`src/rtl/data_plane_pkg.sv`:
```
// Shared types and packet helpers for the parametrised data plane.
// Helpers work on a 64-bit container so they serve any ID_W/DATA_W split up to that size.
package data_plane_pkg;

    localparam int unsigned PKT_MAX_W = 64;

    typedef logic [PKT_MAX_W-1:0] pkt_word_t;

    typedef enum logic [1:0] {
        RX_IDLE,
        RX_FILL,
        RX_DRAIN
    } rx_state_t;

    typedef enum logic [1:0] {
        TX_IDLE,
        TX_LOAD,
        TX_SEND
    } tx_state_t;

    // All-ones; callers slice down to their ID width
    localparam pkt_word_t BCAST_ID = '1;

    function automatic pkt_word_t pkt_dest(input pkt_word_t pkt, input int unsigned data_w);
        return pkt >> data_w;
    endfunction

    function automatic pkt_word_t pkt_payload(input pkt_word_t pkt, input int unsigned data_w);
        return pkt & ~(BCAST_ID << data_w);
    endfunction

    function automatic pkt_word_t pkt_pack(input pkt_word_t dest, input pkt_word_t word,
                                           input int unsigned data_w);
        return (dest << data_w) | word;
    endfunction

endpackage

```
`src/rtl/dp_msg_buffer.sv`:
```
// Single-message circular word buffer: one write port, one read port, occupancy count.
// Writes when full and reads when empty are ignored; pointers wrap modulo DEPTH.
module dp_msg_buffer #(
    parameter int unsigned WIDTH = 16,
    parameter int unsigned DEPTH = 16
) (
    input  logic                     clk,
    input  logic                     rst,
    input  logic                     wr_en,
    input  logic [WIDTH-1:0]         wr_data,
    input  logic                     rd_en,
    output logic [WIDTH-1:0]         rd_data,
    output logic [$clog2(DEPTH):0]   count,
    output logic                     full,
    output logic                     empty
);

    localparam int unsigned AW = $clog2(DEPTH);
    localparam int unsigned CW = AW + 1;

    logic [WIDTH-1:0] mem [DEPTH];
    logic [AW-1:0]    wr_ptr;
    logic [AW-1:0]    rd_ptr;
    logic [CW-1:0]    cnt;
    logic             do_wr;
    logic             do_rd;

    assign full    = (cnt == CW'(DEPTH));
    assign empty   = (cnt == '0);
    assign do_wr   = wr_en && !full;
    assign do_rd   = rd_en && !empty;
    assign rd_data = mem[rd_ptr];
    assign count   = cnt;

    // Storage is cleared on reset so the read-pointer word reads as zero out of reset
    always_ff @(posedge clk or posedge rst) begin
        if (rst) begin
            wr_ptr <= '0;
            rd_ptr <= '0;
            cnt    <= '0;
            for (int unsigned i = 0; i < DEPTH; i++) begin
                mem[i] <= '0;
            end
        end else begin
            if (do_wr) begin
                mem[wr_ptr] <= wr_data;
                wr_ptr      <= wr_ptr + 1'b1;
            end
            if (do_rd) begin
                rd_ptr <= rd_ptr + 1'b1;
            end
            case ({do_wr, do_rd})
                2'b10:   cnt <= cnt + 1'b1;
                2'b01:   cnt <= cnt - 1'b1;
                default: cnt <= cnt;
            endcase
        end
    end

endmodule

```
`src/rtl/data_plane_param.sv`:
```
// Parametrised handshaked data plane between the photonic link and the GPP (independent RX/TX).
// Define DATA_PLANE_BCAST_EN to also accept packets addressed to the all-ones broadcast ID.
module data_plane_param
    import data_plane_pkg::*;
#(
    parameter int unsigned DATA_W   = 16,
    parameter int unsigned ID_W     = 16,
    parameter int unsigned RX_DEPTH = 16,
    parameter int unsigned TX_DEPTH = 16
) (
    input  logic                        clk,
    input  logic                        rst,
    input  logic [ID_W+DATA_W-1:0]      data_rx_packet,
    input  logic                        data_rx_valid,
    input  logic                        data_rx_last,
    input  logic [ID_W-1:0]             node_id,
    input  logic                        gpp_rtr_signal,
    output logic                        data_rx_complete_flag,
    output logic [DATA_W-1:0]           RAM_rx_data_out,
    output logic                        RAM_rx_data_valid,
    output logic                        rx_err,
    input  logic                        gpp_tx_signal,
    input  logic [DATA_W-1:0]           gpp_tx_data,
    input  logic                        gpp_tx_last,
    input  logic [ID_W-1:0]             gpp_tx_dest,
    input  logic                        data_tx_ready,
    output logic                        data_tx_flag,
    output logic                        data_tx_complete_flag,
    output logic [ID_W+DATA_W-1:0]      data_tx_packet,
    output logic [DATA_W-1:0]           RAM_tx_data_out,
    output logic [$clog2(TX_DEPTH):0]   sp_tx_current
);

    localparam int unsigned PKT_W = ID_W + DATA_W;
    localparam int unsigned RX_CW = $clog2(RX_DEPTH) + 1;
    localparam int unsigned TX_CW = $clog2(TX_DEPTH) + 1;

    rx_state_t rx_state, rx_state_nxt;
    tx_state_t tx_state, tx_state_nxt;

    pkt_word_t         rx_pkt_ext, rx_dest_ext, rx_pay_ext, tx_pkt_ext;
    logic [ID_W-1:0]   rx_dest;
    logic [DATA_W-1:0] rx_payload;
    logic              rx_hit, rx_match, rx_wr, rx_rd, rx_drop;
    logic              rx_full, rx_empty;
    logic [RX_CW-1:0]  rx_count;
    logic [DATA_W-1:0] rx_rd_data;

    logic              tx_push, tx_hs, tx_last_hs;
    logic              tx_full, tx_empty;
    logic [TX_CW-1:0]  tx_count;
    logic [DATA_W-1:0] tx_rd_data;
    logic [ID_W-1:0]   tx_dest_q;
    logic              tx_done_q;
    logic              unused_pkt_bits;

    // Packet field extraction through the package helpers
    assign rx_pkt_ext  = pkt_word_t'(data_rx_packet);
    assign rx_dest_ext = pkt_dest(rx_pkt_ext, DATA_W);
    assign rx_pay_ext  = pkt_payload(rx_pkt_ext, DATA_W);
    assign rx_dest     = rx_dest_ext[ID_W-1:0];
    assign rx_payload  = rx_pay_ext[DATA_W-1:0];
    assign tx_pkt_ext  = pkt_pack(pkt_word_t'(tx_dest_q), pkt_word_t'(tx_rd_data), DATA_W);
    assign unused_pkt_bits = ^{rx_dest_ext[PKT_MAX_W-1:ID_W], rx_pay_ext[PKT_MAX_W-1:DATA_W],
                               tx_pkt_ext[PKT_MAX_W-1:PKT_W]};

`ifdef DATA_PLANE_BCAST_EN
    assign rx_hit = (rx_dest == node_id) || (rx_dest == BCAST_ID[ID_W-1:0]);
`else
    assign rx_hit = (rx_dest == node_id);
`endif

    // ---------------- RX path ----------------
    assign rx_match = data_rx_valid && rx_hit;
    assign rx_wr    = rx_match && (rx_state != RX_DRAIN);
    assign rx_drop  = rx_match && ((rx_state == RX_DRAIN) || rx_full);
    assign rx_rd    = (rx_state == RX_DRAIN) && gpp_rtr_signal && !rx_empty;

    dp_msg_buffer #(
        .WIDTH (DATA_W),
        .DEPTH (RX_DEPTH)
    ) u_rx_buf (
        .clk     (clk),
        .rst     (rst),
        .wr_en   (rx_wr),
        .wr_data (rx_payload),
        .rd_en   (rx_rd),
        .rd_data (rx_rd_data),
        .count   (rx_count),
        .full    (rx_full),
        .empty   (rx_empty)
    );

    always_ff @(posedge clk or posedge rst) begin
        if (rst) begin
            rx_state <= RX_IDLE;
        end else begin
            rx_state <= rx_state_nxt;
        end
    end

    // A last packet dropped for overflow still closes the message
    always_comb begin
        rx_state_nxt = rx_state;
        case (rx_state)
            RX_IDLE:  if (rx_match) rx_state_nxt = data_rx_last ? RX_DRAIN : RX_FILL;
            RX_FILL:  if (rx_match && data_rx_last) rx_state_nxt = RX_DRAIN;
            RX_DRAIN: if (rx_empty) rx_state_nxt = RX_IDLE;
            default:  rx_state_nxt = RX_IDLE;
        endcase
    end

    always_comb begin
        data_rx_complete_flag = (rx_state == RX_DRAIN);
    end

    always_ff @(posedge clk or posedge rst) begin
        if (rst) begin
            RAM_rx_data_out   <= '0;
            RAM_rx_data_valid <= 1'b0;
            rx_err            <= 1'b0;
        end else begin
            RAM_rx_data_valid <= rx_rd;
            if (rx_rd) begin
                RAM_rx_data_out <= rx_rd_data;
            end
            if (rx_drop) begin
                rx_err <= 1'b1;
            end
        end
    end

    // ---------------- TX path ----------------
    assign tx_push    = gpp_tx_signal && (tx_state != TX_SEND) && !tx_full;
    assign tx_hs      = (tx_state == TX_SEND) && data_tx_ready;
    assign tx_last_hs = tx_hs && (tx_count == TX_CW'(1));

    dp_msg_buffer #(
        .WIDTH (DATA_W),
        .DEPTH (TX_DEPTH)
    ) u_tx_buf (
        .clk     (clk),
        .rst     (rst),
        .wr_en   (tx_push),
        .wr_data (gpp_tx_data),
        .rd_en   (tx_hs),
        .rd_data (tx_rd_data),
        .count   (tx_count),
        .full    (tx_full),
        .empty   (tx_empty)
    );

    always_ff @(posedge clk or posedge rst) begin
        if (rst) begin
            tx_state <= TX_IDLE;
        end else begin
            tx_state <= tx_state_nxt;
        end
    end

    always_comb begin
        tx_state_nxt = tx_state;
        case (tx_state)
            TX_IDLE: if (tx_push) tx_state_nxt = gpp_tx_last ? TX_SEND : TX_LOAD;
            TX_LOAD: if (tx_push && gpp_tx_last) tx_state_nxt = TX_SEND;
            TX_SEND: if (tx_last_hs || tx_empty) tx_state_nxt = TX_IDLE;
            default: tx_state_nxt = TX_IDLE;
        endcase
    end

    always_comb begin
        data_tx_flag          = (tx_state == TX_SEND);
        data_tx_complete_flag = tx_done_q;
        data_tx_packet        = data_tx_flag ? tx_pkt_ext[PKT_W-1:0] : '0;
        RAM_tx_data_out       = tx_rd_data;
        sp_tx_current         = tx_count;
    end

    always_ff @(posedge clk or posedge rst) begin
        if (rst) begin
            tx_dest_q <= '0;
            tx_done_q <= 1'b0;
        end else begin
            tx_done_q <= tx_last_hs;
            if ((tx_state == TX_IDLE) && tx_push) begin
                tx_dest_q <= gpp_tx_dest;
            end
        end
    end

endmodule

```
`config.mk`:
```
export PLATFORM = sky130hd
export DESIGN_NAME = data_plane_param
export DESIGN_NICKNAME = d
export VERILOG_FILES = /design/src/rtl/data_plane_pkg.sv /design/src/rtl/dp_msg_buffer.sv /design/src/rtl/data_plane_param.sv
export SDC_FILE = /design/constraint.sdc
export NUM_CORES = 1
export LEC_CHECK = 0
export CORE_MARGIN = 1
export CORE_UTILIZATION = 65
export CTS_BUF_LIST = sky130_fd_sc_hd__clkbuf_4
export DETAILED_ROUTE_END_ITERATION = 10
export GPL_TIMING_DRIVEN = 0
export PLACE_DENSITY = 0.86
export SYNTH_ARGS = -nofsm -noshare
export SYNTH_HDL_FRONTEND = slang
export SYNTH_SLANG_ARGS = --single-unit
```
`constraint.sdc`:
```
create_clock -name clk -period 40.1 [get_ports clk]
set_input_delay 12.03 -clock clk [delete_from_list [all_inputs] [get_ports clk]]
set_output_delay 12.03 -clock clk [all_outputs]
set_load 0.01 [all_outputs]
```
==> results <==
- Registers take 14400 sq um.
- After clock tree synthesis, the repair step resized 0 gates.
- The worst setup path is captured at an output port.
- The largest voltage drop on the vdd net is 52.0 uV.
- The worst-case register-to-register setup slack is 36.15 ns.
- The critical path ends at data_tx_packet[0].
- Of the post-synthesis cell area, the dominant cell type holds 0.538.
- The first global-routing pass estimated 96400 um of wire.
- Headroom to the max-slew limit came out at 0.201.
- The number of hold buffers added after CTS was 0.
- Sorting the synthesized cells by how often they occur yields 577 x sky130_fd_sc_hd__dfrtp_1, 507 x sky130_fd_sc_hd__mux2_2, 128 x sky130_fd_sc_hd__mux4_2.
- The remaining antenna violation count is 0.
- The required time at the endpoint of the critical path is 28.07 ns.
- The cell family contributing the most delay on the critical path is buffers and inverters.
- The internal portion of the total power is 1.31 mW.
- Setup repair after global routing left no endpoint under its margin.
- The HPWL reported at the end of detailed placement is 41200 um.
- The per-cell routed wire length is 22.9 um.
- The number of global-route vias before repair is 17800.
- The cell sitting at the root of the clock tree is a sky130_fd_sc_hd__clkbuf_4.
- The post-detailed-route DRC marker count is 0.
- For this run the aggregate overflow at the end of global routing stands at 0.
- The total wirelength of the detailed-routed design is 61300 um.
- Clock latency on the worst-skew pair, taken at its later pin, is 0.97 ns.
- Of the total power, the share spent switching nets is 0.297.
- In this run the vertical extent of the chip is 205 um.
- The global placement routability congestion is 0.846.
- After technology mapping, the gate count stands at 1723.
- Clock-pin slew was measured on the worst setup and hold paths at 0.06 ns.
- The clock sink count is 577.
- The actual slew at the worst max-slew pin is 1.20 ns.
- After synthesis, the mean cell area works out to 15.6 sq um.
- The filler cell count in the final layout is 2439.
- The aggregate global-route resource usage is 0.308.
- The TritonCTS clock tree is yes.
- The initial utilization of the core area, before any placement, comes to 0.658.
- The clock period minus final worst setup slack is 16.36 ns.
- The type of the most critical hold path is register to register.
- For this run, the number of standard cells in the final layout without fillers is 2672.
- The most numerous cell in the Yosys netlist is sky130_fd_sc_hd__dfrtp_1.
- The share of total power dissipated in the clock network is 0.262.
- Dividing the final minimum period by the clock period gives 0.408.
- Entering global routing, the biggest net connects 144 pins.
- The level count of the clock H-tree is 4.
- The count of nets after finishing is 2143.
- Yosys attributes the largest share of cell area to sky130_fd_sc_hd__dfrtp_1 54%, sky130_fd_sc_hd__mux2_2 21%, sky130_fd_sc_hd__mux4_2 11%.
- The post-synth net total is 1828.
- In this run the critical register-to-register path is captured at u_rx_buf.count[4]$_DFFE_PP0P_.
- The flow ran to the end, and the final reports show no timing, DRC or antenna violations.
- The quantity of I/O buffers inserted on ports is 161.
- The number of warnings printed during yosys synthesis is 0.
- Adding up every negative setup slack in the final design gives 0 ns.
- Setup violations remaining at the end of the flow were counted as 0.
- The final hold violation count is 0.
- In this run the worst setup path begins at u_tx_buf.rd_ptr[1]$_DFFE_PP0P_.
- The total count of max-transition violations in the final report came to 0.
- For this block, the via count after detailed routing is 16400.
- Summed over all nets, the switching power comes to 554 uW.
- The total number of cells along the worst setup path is 6.
- Timing would allow up to 0.0611 GHz.
- The portion of the post-synthesis area used by sequential elements is 0.538.
- The max-capacitance violation count is 0.
- The power per cell area is 60.0 nW/um^2.
- The number of setup buffers added after CTS is 0.
- The worst setup skew after layout is 0.0449 ns.
- The share of total power in sequential cells is 0.425.
- Of the total power, combinational logic draws 0.314.
- The number of buffers and inverters on the critical path is 3.
- The most area-hungry cell type in the Yosys netlist is sky130_fd_sc_hd__dfrtp_1.
- For this block, the initial DRC count from the detailed router was 991.
- Dividing the detail-routed via count by the number of cells gives 6.12.
- The floorplan has 74 rows.
- Of all nets on the critical path, the largest fanout is 10.
- Relative to the synthesized area, the layout overhead comes to 15.6%.
- Data on the critical path arrives at its endpoint at 4.33 ns.
- In this run, distinct cell masters in the synthesized netlist total 60.
- The netlist area before placement is 26900 sq um.
- The multi-input gate area in the final layout is 11700 sq um.
- The die span in x is 205 um.
- The worst setup path is of the register to output port kind.
- The type of origin of the critical path is a register.
- The depth of the worst register-to-register path is 13.
- The count of flip-flops with a built-in enable after synthesis is 0.
- In this run, placement finished with an instance count of 2420.
- The most used flip-flop cell after synthesis is sky130_fd_sc_hd__dfrtp_1.
- Traced cell by cell, the critical path runs through clkbuf_1, clkbuf_1, mux4_2, mux4_2, and2_1, clkdlybuf4s50_1.
- The tightest hold path in the finished design has a slack of 0.445 ns.
- The worst register-to-register path begins at u_rx_buf.count[2]$_DFFE_PP0P_.
- No sink is reached through more buffers than the 3 on the longest clock path.
- For this run, the slowest stage of the critical path takes 0.79 ns.
- The die area is 42100 sq um.
- Clock tree synthesis inserted a total of 148 buffers.
- The initial antenna violation count is 3.
- The slowest stage of the critical path is the sky130_fd_sc_hd__clkbuf_1 cell.
- The total power is 1.86 mW.
- The standard cell core area is 40800 sq um.
- Summed over all cells, the static leakage comes to 14.4 nW.
- In the synthesized netlist the async set-or-reset flop fraction comes to 1.00.
- The post-synthesis register bit count is 577.
- Of the cells placed in the final design, the portion with a size suffix greater than 1 is 0.454.
- The number of placed I/O pins is 162.
- The first detailed-routing pass ran for 5 iterations.
-- registers in the layout, indices dropped and copies added, names as in the netlist --
name	flops
RAM_rx_data_valid	1
u_tx_buf.wr_ptr	4
u_tx_buf.count	5
data_tx_complete_flag	1
u_rx_buf.mem	256
u_rx_buf.wr_ptr	4
rx_state	2
tx_dest_q	16
rx_err	1
RAM_rx_data_out	16
u_tx_buf.rd_ptr	4
u_tx_buf.mem	256
tx_state	2
u_rx_buf.count	5
u_rx_buf.rd_ptr	4
-- worst min path at each step --
stage | from | to | slack [ns] | cells after the start
3_5_place_dp | rx_state[1]$_DFFE_PP0P_ | rx_state[0]$_DFFE_PP0P_ | 0.44 | 1
6_report | rx_state[1]$_DFFE_PP0P_ | rx_state[0]$_DFFE_PP0P_ | 0.44 | 1
5_1_grt | rx_state[1]$_DFFE_PP0P_ | rx_state[0]$_DFFE_PP0P_ | 0.49 | 1
3_3_place_gp | rx_state[1]$_DFFE_PP0P_ | rx_state[0]$_DFFE_PP0P_ | 0.42 | 1
4_1_cts | rx_state[1]$_DFFE_PP0P_ | rx_state[0]$_DFFE_PP0P_ | 0.45 | 1
2_1_floorplan | rx_state[1]$_DFFE_PP0P_ | rx_state[0]$_DFFE_PP0P_ | 0.41 | 1
-- final cells by class --
cell class	instances	share of cell area
Inverter	15	0.00214
Clock buffer	212	0.0513
Antenna cell	5	0.000403
Clock inverter	35	0.00609
Tap cell	532	0.0214
Timing Repair Buffer	165	0.0555
Sequential cell	577	0.465
Buffer	134	0.0217
Multi-Input combinational cell	997	0.376
-- power groups by stage --
stage | combinational, mW | sequential, mW | clock (mW)
final | 0.584 | 0.790 | 0.487
after global routing | 0.620 | 0.804 | 0.528
after CTS | 0.588 | 0.788 | 0.497
after detailed placement | 0.584 | 0.798 | 0
after global placement | 0.567 | 0.788 | 0
after floorplan | 0.391 | 0.777 | 0
-- layout by cell type (no fill, tap or decap), types with 24 or more instances in the layout --
cell type / count
sky130_fd_sc_hd__dfrtp_1: 577
sky130_fd_sc_hd__mux4_2: 128
sky130_fd_sc_hd__clkdlybuf4s50_1: 161
sky130_fd_sc_hd__mux2i_1: 46
sky130_fd_sc_hd__clkbuf_4: 212
sky130_fd_sc_hd__and2_1: 33
sky130_fd_sc_hd__clkinv_1: 24
sky130_fd_sc_hd__o211ai_1: 28
sky130_fd_sc_hd__buf_2: 37
sky130_fd_sc_hd__mux2_2: 507
sky130_fd_sc_hd__clkbuf_1: 74
-- cell families after synthesis --
| family | after synthesis | synth area share |
|---|---|---|
| AOI/OAI and AO/OA | 88 | 0.0247 |
| xor gates and xnor gates | 35 | 0.0114 |
| adders and majority gates | 17 | 0.00792 |
| buffers and inverters | 149 | 0.0273 |
| DFF | 577 | 0.538 |
| muxes | 708 | 0.351 |
| and+or+nand+nor | 149 | 0.0400 |
-- through the flow --
step / cell area [sq um] / utilization / worst slack [ns]
3_3_place_gp: 29100 / 0.714 / 6.38
5_1_grt: 31000 / 0.760 / 23.60
6_report: 31000 / 0.760 / 23.74
2_1_floorplan: 26900 / - / 11.93
3_5_place_dp: 29300 / 0.716 / 24.52
4_1_cts: 31000 / 0.760 / 23.70
-- per-layer routing --
layer  global-route usage  vias up  routed length [um]
li1                     -     7157                   -
met3               0.0686      138                3040
met5                    0        -                   0
met2                0.522      453               31700
met4                0.153        0                2210
met1                0.372     8617               24300
Power figures use the tool's default switching activity.
